===== src/rtl/uart_cmd_pkg.sv =====
// uart_cmd_pkg: shared widths, FSM state types and timer sizing for the UART command controller
package uart_cmd_pkg;
    localparam int CMD_W = 16;
    localparam int BYTE_W = 8;
    typedef enum logic {WAIT_HI, WAIT_LO} rx_state_t;
    typedef enum logic {TX_IDLE, TX_BUSY} tx_state_t;
    function automatic int tmr_w(input int cyc);
        return $clog2(cyc);
    endfunction
endpackage


===== src/rtl/uart_resp_queue.sv =====
// uart_resp_queue: transmitter sequencer with one pending response slot behind the byte in flight
module uart_resp_queue
    import uart_cmd_pkg::*;
(
    input  logic              clk,
    input  logic              rst,
    input  logic              send_resp,
    input  logic [BYTE_W-1:0] resp,
    input  logic              tx_done,
    output logic              trmt,
    output logic [BYTE_W-1:0] tx_data,
    output logic              resp_drop
);
    tx_state_t         tx_state;
    logic              pend_v;
    logic [BYTE_W-1:0] pend;
    always_ff @(posedge clk or posedge rst) begin
        if (rst) begin
            tx_state <= TX_IDLE;
            pend_v <= 1'b0;
            pend <= '0;
            trmt <= 1'b0;
            tx_data <= '0;
            resp_drop <= 1'b0;
        end else begin
            trmt <= 1'b0;
            resp_drop <= 1'b0;
            case (tx_state)
                TX_IDLE: if (send_resp) begin
                    tx_data <= resp;
                    trmt <= 1'b1;
                    tx_state <= TX_BUSY;
                end
                TX_BUSY: begin
                    // a request arriving while the slot is occupied is dropped, even if tx_done frees it this cycle
                    if (send_resp && pend_v) resp_drop <= 1'b1;
                    if (tx_done && pend_v) begin
                        tx_data <= pend;
                        trmt <= 1'b1;
                        pend_v <= 1'b0;
                    end else if (tx_done && send_resp) begin
                        tx_data <= resp;
                        trmt <= 1'b1;
                    end else if (tx_done) begin
                        tx_state <= TX_IDLE;
                    end else if (send_resp && !pend_v) begin
                        pend <= resp;
                        pend_v <= 1'b1;
                    end
                end
                default: tx_state <= TX_IDLE;
            endcase
        end
    end
endmodule


===== src/rtl/uart_cmd_ctrl.sv =====
// uart_cmd_ctrl: assembles two received bytes into a 16-bit command and sequences single-byte responses.
// Define UART_CMD_TIMEOUT_EN to compile in the inter-byte timeout that drops a stale high byte.
module uart_cmd_ctrl
    import uart_cmd_pkg::*;
#(
    parameter int TIMEOUT_CYC = 50000
) (
    input  logic              clk,
    input  logic              rst,
    input  logic              rx_rdy,
    input  logic [BYTE_W-1:0] rx_data,
    output logic              clr_rx_rdy,
    output logic [CMD_W-1:0]  cmd,
    output logic              cmd_rdy,
    input  logic              clr_cmd_rdy,
    output logic              overrun,
    input  logic              send_resp,
    input  logic [BYTE_W-1:0] resp,
    output logic              trmt,
    output logic [BYTE_W-1:0] tx_data,
    input  logic              tx_done,
    output logic              resp_drop
);
    rx_state_t         rx_state;
    logic [BYTE_W-1:0] hi;
    logic              accept;
    logic              expire;
    if (TIMEOUT_CYC < 2 || TIMEOUT_CYC > 65535) begin : g_bad_timeout
        $error("TIMEOUT_CYC out of range 2..65535");
    end
    // the clear pulse blocks re-capture while the receiver's flag is still falling
    assign accept = rx_rdy & ~clr_rx_rdy;
`ifdef UART_CMD_TIMEOUT_EN
    localparam int TW = tmr_w(TIMEOUT_CYC);
    logic [TW-1:0] tmr;
    assign expire = (rx_state == WAIT_LO) && (tmr == TW'(TIMEOUT_CYC - 1));
    always_ff @(posedge clk or posedge rst) begin
        if (rst) tmr <= '0;
        else tmr <= (rx_state == WAIT_LO && !accept && !expire) ? tmr + 1'b1 : '0;
    end
`else
    assign expire = 1'b0;
`endif
    always_ff @(posedge clk or posedge rst) begin
        if (rst) begin
            rx_state <= WAIT_HI;
            hi <= '0;
            clr_rx_rdy <= 1'b0;
            cmd <= '0;
            cmd_rdy <= 1'b0;
            overrun <= 1'b0;
        end else begin
            clr_rx_rdy <= accept;
            if (clr_cmd_rdy) cmd_rdy <= 1'b0;
            case (rx_state)
                WAIT_HI: if (accept) begin
                    hi <= rx_data;
                    rx_state <= WAIT_LO;
                end
                WAIT_LO: if (accept) begin
                    cmd <= {hi, rx_data};
                    cmd_rdy <= 1'b1;
                    overrun <= overrun | cmd_rdy;
                    rx_state <= WAIT_HI;
                end else if (expire) begin
                    rx_state <= WAIT_HI;
                end
                default: rx_state <= WAIT_HI;
            endcase
        end
    end
    uart_resp_queue u_resp_queue (
        .clk       (clk),
        .rst       (rst),
        .send_resp (send_resp),
        .resp      (resp),
        .tx_done   (tx_done),
        .trmt      (trmt),
        .tx_data   (tx_data),
        .resp_drop (resp_drop)
    );
endmodule


===== config.mk =====
export PLATFORM = sky130hd
export DESIGN_NAME = uart_cmd_ctrl
export DESIGN_NICKNAME = d
export VERILOG_FILES = /design/src/rtl/uart_cmd_pkg.sv /design/src/rtl/uart_resp_queue.sv /design/src/rtl/uart_cmd_ctrl.sv
export SDC_FILE = /design/constraint.sdc
export NUM_CORES = 1
export LEC_CHECK = 0
export ABC_AREA = 1
export BUFFER_PORTS_ARGS = -buffer_cell sky130_fd_sc_hd__clkbuf_2
export CORE_MARGIN = 1
export CORE_UTILIZATION = 52
export CTS_CLUSTER_DIAMETER = 80
export CTS_CLUSTER_SIZE = 10
export DETAILED_ROUTE_END_ITERATION = 10
export PLACE_DENSITY = 0.78
export SYNTH_ARGS = -nofsm -noshare
export SYNTH_HDL_FRONTEND = slang
export SYNTH_SLANG_ARGS = --single-unit

===== constraint.sdc =====
create_clock -name clk -period 2.2 [get_ports clk]
set_clock_uncertainty 0.15 [all_clocks]
set_input_delay 0.44 -clock clk [delete_from_list [all_inputs] [get_ports clk]]
set_output_delay 0.44 -clock clk [all_outputs]
set_load 0.05 [all_outputs]

==> key figures <==
Run status
  • Status: finished clean

Detailed routing
  • Met3 wire length: 117 µm
  • DR iter-0 viols: 145
  • Detailed Route WL: 3.62 mm
  • # DRC: 0
  • Pre-antenna DRT Iters: 4
  • Vias per cell: 4.73
  • Wirelength per Cell: 11.2 µm
  • Wire length on met2: 1.75 mm
  • Vias: 1531
  • Routed Antenna Nets: 0
  • Top routing layer in use: met4
  • Post-Route M1 WL: 1.69 mm

Place
  • Pre-CTS WS: 0.271 ns
  • Global placer's final weighted congestion: 0.726
  • Post-DP HPWL: 2.55 mm
  • Port Buffers: 50

Critical path
  • Type of origin of the critical path: flop
  • Critical R2R Launch: clr_rx_rdy
  • Critical Path Source: clr_rx_rdy
  • Reg2reg setup slack: 0.41 ns
  • Worst Path Arrival: 1.79 ns
  • Critical path class: flop to flop
  • Crit path capture type: flop
  • Req. time, crit path: 2.20 ns
  • Critical Path Fanout Max: 25

Pwr
  • Peak VDD IR: 779 µV
  • Leakage: 1.35 nW
  • Pwr dens: 1360 mW/mm²

Floorplan
  • CORE AREA: 0.00369 mm²
  • Die Wd: 64.1 µm
  • Initial Util: 0.543
  • Die height: 64.1 µm
  • Row count: 22
  • Die area: 0.00410 mm²
  • IO Pins: 51

Timing
  • Tmin final: 1.79 ns
  • RSZ-0062 raised after global routing: false
  • Fmax: 558 MHz
  • Period utilisation layout: 0.814
  • Slew HR: 0.572
  • Final hold violations: 0
  • Hold Slack: 0.0137 ns
  • Final worst slack: 0.409 ns
  • Setup TNS: 0 ns
  • Slew Viols, Final: 0
  • Worst-Margin Slew: 0.642 ns
  • Final setup fails: 0

GRT
  • Global-route wire length before repair: 6.42 mm
  • Largest net degree at the start of global routing: 26
  • Vias in the first global route: 1483
  • Antenna violations before repair: 0
  • Overall routing resource usage: 0.207
  • GR Overflow Total: 0

Synth
  • Ys Warns: 0
  • Post-synth cell types: 20
  • Syn Nets: 246
  • Seq/Total Area, Yosys: 0.600
  • Syn Area/Cell: 9.02 µm²
  • Syn Std Cell Area: 0.00200 mm²
  • Syn Inst Count: 222
  • Seq cells post-synth: 48

Clock tree
  • CTS clk-pin slew, worst paths: 0.08 ns
  • H-tree depth: 2
  • CTS Hold Bufs: 0
  • CTS Buf Count: 5
  • CTS max path bufs: 2
  • Clk_lat worst skew: 0.29 ns
  • Post-CTS Resized: 0
  • TritonCTS Sinks: 48
  • # Post-CTS Setup Buffers: 0
  • Clk root buf: clkbuf_8
  • CTS tree: done

Finish
  • Layout Nets: 299
  • Share of cells above drive strength 1: 0.268
  • Core Util, Final: 0.648
  • Antenna fix cells: 0
  • Area delta synth->final: 19.3%

Hold path
  • Hold Path Class: input pin to async pin

Run
  • MaxCap Viol Count: 0
kinds of logic (layout without fill, tap and decap cells):
| logic type | Yosys count | in the layout | share of synthesized area |
|---|---|---|---|
| adders and majority gates | 2 | 2 | 0.0125 |
| AOI/OAI and AO/OA | 29 | 29 | 0.0893 |
| DFF | 48 | 48 | 0.600 |
| and+or+nand+nor | 101 | 101 | 0.211 |
| buffers and inverters | 42 | 96 | 0.0881 |
per-stage QoR:
stage	cells	area [µm²]	total power, mW
floorplan	222	2000	2.42
global placement	316	2300	2.72
detailed placement	316	2300	2.76
CTS	324	2390	3.28
global route	324	2390	3.47
finish	324	2390	3.25
critical path: stages (launching register included):
cell,delay (ns)
dfrtp_1,0.38
or2_2,0.31
inv_1,0.10
ha_1,0.16
inv_1,0.29
nand2_1,0.17
o21ai_0,0.10
path summary, 6_finish.rpt:
kind                                       end  depth (start not counted)
max in group asynchronous  u_resp_queue.pend_v                          3
min in group clk                       cmd_rdy                          2
max reg2reg                             cmd[8]                          6
min                                     cmd[1]                          2
min reg2reg                             cmd[4]                          2
max                                     cmd[8]                          6
registers in the layout (all words and copies together) (netlist names):
register and flops:
cmd 16, clr_rx_rdy 1, overrun 1, u_resp_queue.resp_drop 1, u_resp_queue.tx_state 1, rx_state 1
u_resp_queue.trmt 1, u_resp_queue.tx_data 8, u_resp_queue.pend 8, u_resp_queue.pend_v 1, hi 8, cmd_rdy 1
placed cells by master (no fill, tap or decap), drive strengths merged:
| cell | instances |
|---|---|
| a21oi | 1 |
| buf | 2 |
| clkbuf | 58 |
| dfrtp | 48 |
| ha | 2 |
| inv | 36 |
| nand2 | 86 |
| nand3 | 10 |
| nor2 | 4 |
| o21ai | 26 |
| o21bai | 1 |
| o22ai | 1 |
| or2 | 1 |
cell usage after synthesis:
cell / number / area [µm²]
nand2_1: 86 / 323
dfrtp_1: 48 / 1200
inv_1: 34 / 128
o21ai_0: 18 / 90.1
nand3_1: 8 / 40.0
o21ai_2: 8 / 70.1
buf_2: 3 / 15.0
buf_6: 2 / 22.5
ha_1: 2 / 25.0
inv_2: 2 / 7.51
nor2_1: 2 / 7.51
a21oi_1: 1 / 5.00
clkbuf_1: 1 / 3.75
nand3_2: 1 / 10.0
nand3_4: 1 / 17.5
nor2_2: 1 / 6.26
nor2_4: 1 / 11.3
o21bai_1: 1 / 7.51
o22ai_1: 1 / 6.26
or2_2: 1 / 6.26
area by class of cell:
class / count / area (µm²)
timing repair buffer: 52 / 278
fill: 330 / 1300
clock buffer: 8 / 90.1
inverter: 36 / 135
tap: 48 / 60.1
multi-input combinational: 132 / 626
sequential: 48 / 1200
report_power, final:
part	leakage, nW	switching [mW]	internal [mW]	total (mW)
Clock	0.0455	0.262	0.256	0.518
Sequential	0.589	0.148	1.19	1.34
Combinational	0.714	1.08	0.312	1.39
layer usage:
metal / vias to the layer above / track usage
li1: 775 / -
met1: 719 / 0.253
met2: 29 / 0.352
met3: 8 / 0.0411
met4: 0 / 0.0909
met5: - / 0
Note: power is estimated with default switching activity, not from simulation.
